[config.mk]
export PLATFORM = sky130hd
export DESIGN_NAME = host_bus_bridge
export DESIGN_NICKNAME = d
export VERILOG_FILES = /design/src/rtl/host_bus_bridge.sv
export SDC_FILE = /design/constraint.sdc
export NUM_CORES = 1
export LEC_CHECK = 0
export ABC_CLOCK_PERIOD_IN_PS = 3000
export CAP_MARGIN = 0
export CORE_MARGIN = 2
export CORE_UTILIZATION = 25
export DETAILED_ROUTE_END_ITERATION = 10
export HOLD_SLACK_MARGIN = 0.05
export SYNTH_ARGS = -nofsm -noshare
export SYNTH_HDL_FRONTEND = slang
export SYNTH_SLANG_ARGS = --single-unit
[constraint.sdc]
create_clock -name clock_i -period 3 [get_ports clock_i]
set_clock_uncertainty 0.1 [all_clocks]
set_input_delay 0.3 -clock clock_i [delete_from_list [all_inputs] [get_ports clock_i]]
set_output_delay 0.3 -clock clock_i [all_outputs]
set_load 0.05 [all_outputs]
[src/rtl/host_bus_bridge.sv]
// Core-to-host pin bus bridge: one word request is serialised into tagged LANE_W beats,
// each closed by a 4-phase strobe/ack handshake, with optional per-phase timeout.
module host_bus_bridge #(
  parameter int DATA_W   = 16,
  parameter int ADDR_W   = 16,
  parameter int LANE_W   = 8,
  parameter int WAIT_MAX = 255
) (
  input  logic              clock_i,
  input  logic              reset_i,
  input  logic              req_valid_i,
  output logic              req_ready_o,
  input  logic              req_write_i,
  input  logic [ADDR_W-1:0] req_addr_i,
  input  logic [DATA_W-1:0] req_wdata_i,
  output logic              rsp_valid_o,
  output logic              rsp_err_o,
  output logic [DATA_W-1:0] rsp_rdata_o,
  output logic [LANE_W-1:0] pin_out_o,
  output logic              pin_oe_o,
  output logic [1:0]        pin_tag_o,
  output logic              pin_strobe_o,
  input  logic [LANE_W-1:0] pin_in_i,
  input  logic              host_ack_i
);

  localparam int NA  = ADDR_W / LANE_W;
  localparam int ND  = DATA_W / LANE_W;
  localparam int NB  = NA + ND;
  localparam int BW  = $clog2(NB + 1);
  localparam int SW  = ADDR_W + DATA_W;
  localparam int WCW = (WAIT_MAX > 1) ? $clog2(WAIT_MAX + 1) : 1;
  localparam logic [WCW-1:0] WAIT_LAST = (WAIT_MAX > 0) ? WCW'(WAIT_MAX - 1) : '0;

  typedef enum logic [1:0] {S_IDLE, S_STROBE, S_RELEASE} state_t;

  state_t            state_q, state_d;
  logic [BW-1:0]     beat_q, beat_d;
  logic [WCW-1:0]    wait_q, wait_d;
  logic              write_q, write_d;
  logic [SW-1:0]     shift_q, shift_d;
  logic [DATA_W-1:0] rdata_q, rdata_d;
  logic              rsp_valid_q, rsp_valid_d;
  logic              rsp_err_q, rsp_err_d;
  logic [DATA_W-1:0] rsp_rdata_q, rsp_rdata_d;
  logic              ack_m_q, ack_s_q;

  logic wait_hit, last_beat, data_ph, busy;

  always_ff @(posedge clock_i) begin
    if (reset_i) begin
      state_q     <= S_IDLE;
      beat_q      <= '0;
      wait_q      <= '0;
      write_q     <= 1'b0;
      shift_q     <= '0;
      rdata_q     <= '0;
      rsp_valid_q <= 1'b0;
      rsp_err_q   <= 1'b0;
      rsp_rdata_q <= '0;
      ack_m_q     <= 1'b0;
      ack_s_q     <= 1'b0;
    end else begin
      state_q     <= state_d;
      beat_q      <= beat_d;
      wait_q      <= wait_d;
      write_q     <= write_d;
      shift_q     <= shift_d;
      rdata_q     <= rdata_d;
      rsp_valid_q <= rsp_valid_d;
      rsp_err_q   <= rsp_err_d;
      rsp_rdata_q <= rsp_rdata_d;
      ack_m_q     <= host_ack_i;
      ack_s_q     <= ack_m_q;
    end
  end

  assign wait_hit  = (WAIT_MAX != 0) && (wait_q == WAIT_LAST);
  assign last_beat = (beat_q == BW'(NB - 1));
  assign data_ph   = (beat_q >= BW'(NA));
  assign busy      = (state_q != S_IDLE);

  always_comb begin
    state_d     = state_q;
    beat_d      = beat_q;
    wait_d      = wait_q;
    write_d     = write_q;
    shift_d     = shift_q;
    rdata_d     = rdata_q;
    rsp_valid_d = 1'b0;
    rsp_err_d   = rsp_err_q;
    rsp_rdata_d = rsp_rdata_q;
    case (state_q)
      S_IDLE: begin
        if (req_valid_i && req_ready_o) begin
          state_d = S_STROBE;
          beat_d  = '0;
          wait_d  = '0;
          write_d = req_write_i;
          shift_d = {req_wdata_i, req_addr_i};
          rdata_d = '0;
        end
      end
      S_STROBE: begin
        if (ack_s_q) begin
          if (data_ph && !write_q) begin
            for (int k = 0; k < ND; k++) begin
              if (beat_q == BW'(NA + k)) rdata_d[k*LANE_W +: LANE_W] = pin_in_i;
            end
          end
          state_d = S_RELEASE;
          wait_d  = '0;
        end else if (wait_hit) begin
          state_d     = S_IDLE;
          rsp_valid_d = 1'b1;
          rsp_err_d   = 1'b1;
          rsp_rdata_d = '0;
        end else begin
          wait_d = wait_q + 1'b1;
        end
      end
      S_RELEASE: begin
        if (!ack_s_q) begin
          wait_d = '0;
          if (last_beat) begin
            state_d     = S_IDLE;
            rsp_valid_d = 1'b1;
            rsp_err_d   = 1'b0;
            rsp_rdata_d = write_q ? '0 : rdata_q;
          end else begin
            state_d = S_STROBE;
            beat_d  = beat_q + 1'b1;
            shift_d = shift_q >> LANE_W;
          end
        end else if (wait_hit) begin
          state_d     = S_IDLE;
          rsp_valid_d = 1'b1;
          rsp_err_d   = 1'b1;
          rsp_rdata_d = '0;
        end else begin
          wait_d = wait_q + 1'b1;
        end
      end
      default: state_d = S_IDLE;
    endcase
  end

  // Held off while the host still asserts ack, e.g. after a RELEASE-phase timeout
  assign req_ready_o  = (state_q == S_IDLE) && !ack_s_q && !reset_i;
  assign pin_strobe_o = (state_q == S_STROBE);
  assign pin_tag_o    = !busy ? 2'b00 : (!data_ph ? 2'b01 : (write_q ? 2'b10 : 2'b11));
  assign pin_oe_o     = busy && (!data_ph || write_q);
  assign pin_out_o    = pin_oe_o ? shift_q[LANE_W-1:0] : '0;
  assign rsp_valid_o  = rsp_valid_q;
  assign rsp_err_o    = rsp_err_q;
  assign rsp_rdata_o  = rsp_rdata_q;

endmodule

==> metrics.cfg <==
[global_route]
antenna_found_initial=0
grt_max_degree=60
grt.overflow.total=0
grt_pass1_vias=3048
grt_first_pass_wirelength_um=15500
grt_usage_pct=12.0

[clock_network]
postCtsSetupRepairBufs=0
holdBufCountCts=0
numCtsBuffers=9
cts_tree=done
clock_path_buffers=2
htreeDepth=3
clk_pin_slew_ns=0.06
insertion_delay_ns=0.33
root_buffer=clkbuf_16
ctsResizeCount=0
cts.sinks=82

[floorplan]
rows=45
die_height_um=128
die_w_um=128
coreArea_um2=15000
ios=76
die_area_um2=16300
initial_core_util_pct=25.4

[synthesis]
syn_nets=431
yosysWarnings=0
synth-edff-count=0
ys_seq_area_share_pct=43.0
syn_inst=377
synth_cell_type_count=52
ys_ff_latch=82
postSynthAreaPerCell_um2=10.1
synthFlopType=dfxtp_1
async_flop_share_pct=0
netlist_area_um2=3810

[place]
gp_congestion=0.805
dpl.hpwl_um=6550
portBuffers=75

[route]
drtPass1Iterations=4
first_iter_violations=319
routed-wl-met3_um=449
routedWlPerCell_um=15.0
via_per_inst=4.83
wl_met1_um=4480
dr_wl_met2_um=4410
highest_layer=met4
postRouteAntennaNets=0
remaining_drc_errors=0
wl_um=9500
num_vias=3064

[final_layout]
layout-drive-gt1-share_pct=15.4
fin_nets=497
final_cell_mix=dfxtp_1, clkdlybuf4s50_1, nor2_1, a22o_1, mux2i_1
n_antenna_cell=0
syn2layout_area_growth_pct=30.9
nFillCells=1489
final_common_cell=dfxtp_1

[hold_path]
hold_path_class=register to register

[critical_path]
crit_required_ns=2.60
arrival_ns=2.24
critPathKind=register to primary output
start_kind=register
cp-end-kind=primary output
critPathMaxFanout=14
rrSetupSlack_ns=0.71

[power_and_ir_drop]
p_leak_nw=1.71
max-vdd-ir-drop_mv=0.293
p_per_area_nw_per_um2=597

[sta]
finalHoldViolCount=0
finalMaxSlewViolations=0
relSlewSlack_pct=44.2
setup_viol_count_final=0
fmax_mhz=378
rsz0062_at_grt=no
finalWorstPathRequiredPeriod_ns=2.64
holdWs_ns=0.339
worst_slew_pin_slew_ns=0.838
fin_tns_setup_ns=0
finalCritPeriodShare_pct=88.1

[run_status]
status=finished clean

[job]
drv_cap=0

-- stage by stage --
step | worst slack (ns) | util (%) | total power [mW] | instances | area [µm²]
after floorplan | 0.341 | - | 1.68 | 377 | 3810
after global placement | 0.644 | 31.2 | 1.84 | 620 | 4690
after detailed placement | 0.571 | 31.2 | 1.85 | 620 | 4690
after CTS | 0.327 | 33.2 | 3.02 | 635 | 4990
after global routing | 0.228 | 33.2 | 3.12 | 635 | 4990
final | 0.358 | 33.2 | 2.98 | 635 | 4990
-- path summary, 6_finish.rpt --
path / start / to / depth (start not counted)
worst max-delay path: state_q[0] / pin_tag_o[1] / 5
worst min-delay path: ack_m_q / ack_s_q / 1
worst max register to register: state_q[0] / rsp_rdata_o[4] / 6
worst min register to register: ack_m_q / ack_s_q / 1
-- Yosys cell counts, types with 3 or more instances --
cell / number / area (µm²)
clkbuf_1: 12 / 45.0
dfxtp_1: 82 / 1640
nand2b_1: 3 / 18.8
a211oi_1: 3 / 22.5
o21ai_0: 6 / 30.0
a211oi_2: 25 / 313
nor2b_1: 14 / 87.6
buf_2: 3 / 15.0
nand3_1: 6 / 30.0
mux2i_1: 28 / 280
nand3b_1: 13 / 97.6
a21oi_1: 21 / 105
nand4_1: 3 / 18.8
a22o_1: 30 / 263
buf_4: 7 / 52.6
ha_1: 9 / 113
o31ai_1: 3 / 22.5
or2_2: 3 / 18.8
nand2_1: 18 / 67.6
inv_1: 10 / 37.5
nor2_1: 33 / 124
and2_1: 9 / 56.3
-- power breakdown --
part	leakage [nW]	switching [mW]	internal, mW
combinational	0.897	0.365	0.242
sequential	0.667	0.0489	1.17
clock	0.145	0.434	0.723
total	1.71	0.848	2.13
-- per-layer routing --
layer  GRT usage, %  vias up
met2           19.5       86
met1           15.3     1446
met5              0        -
met4           4.59        0
li1               -     1521
met3           3.02       11
-- sequential cells by signal, indices dropped and copies added, names as in the netlist --
signal	flops
ack_m_q	1
ack_s_q	1
beat_q	3
rdata_q	16
rsp_err_o	1
rsp_rdata_o	16
rsp_valid_o	1
shift_q	32
state_q	2
wait_q	8
write_q	1
-- critical path: stages (launching register included) --
cell and delay, ns:
dfxtp_1 0.40, inv_1 0.10, ha_1 0.21, buf_4 0.20, nor2_1 0.17, clkdlybuf4s50_1 0.83
-- logic make-up (layout without fill, tap and decap cells) --
logic type                 count (synthesis)  after routing  share of synthesized area (%)
and+or+nand+nor                          119            119                           17.5
AOI/OAI and AO/OA                        104            104                           24.5
DFF                                       82             82                           43.0
buffers and inverters                     35            105                           4.66
muxes                                     28             28                           7.35
adders and majority gates                  9              9                           2.95
-- area by class of cell --
type,instances,area [µm²],area share (%)
multi-input cells,260,2000,40.0
flip-flops and latches,82,1640,32.9
well taps,188,235,4.71
clock buffers,10,229,4.58
clock inverters,5,80.1,1.60
repair buffers,80,773,15.5
inverters,10,37.5,0.752
(Power assumes the default switching activity.)
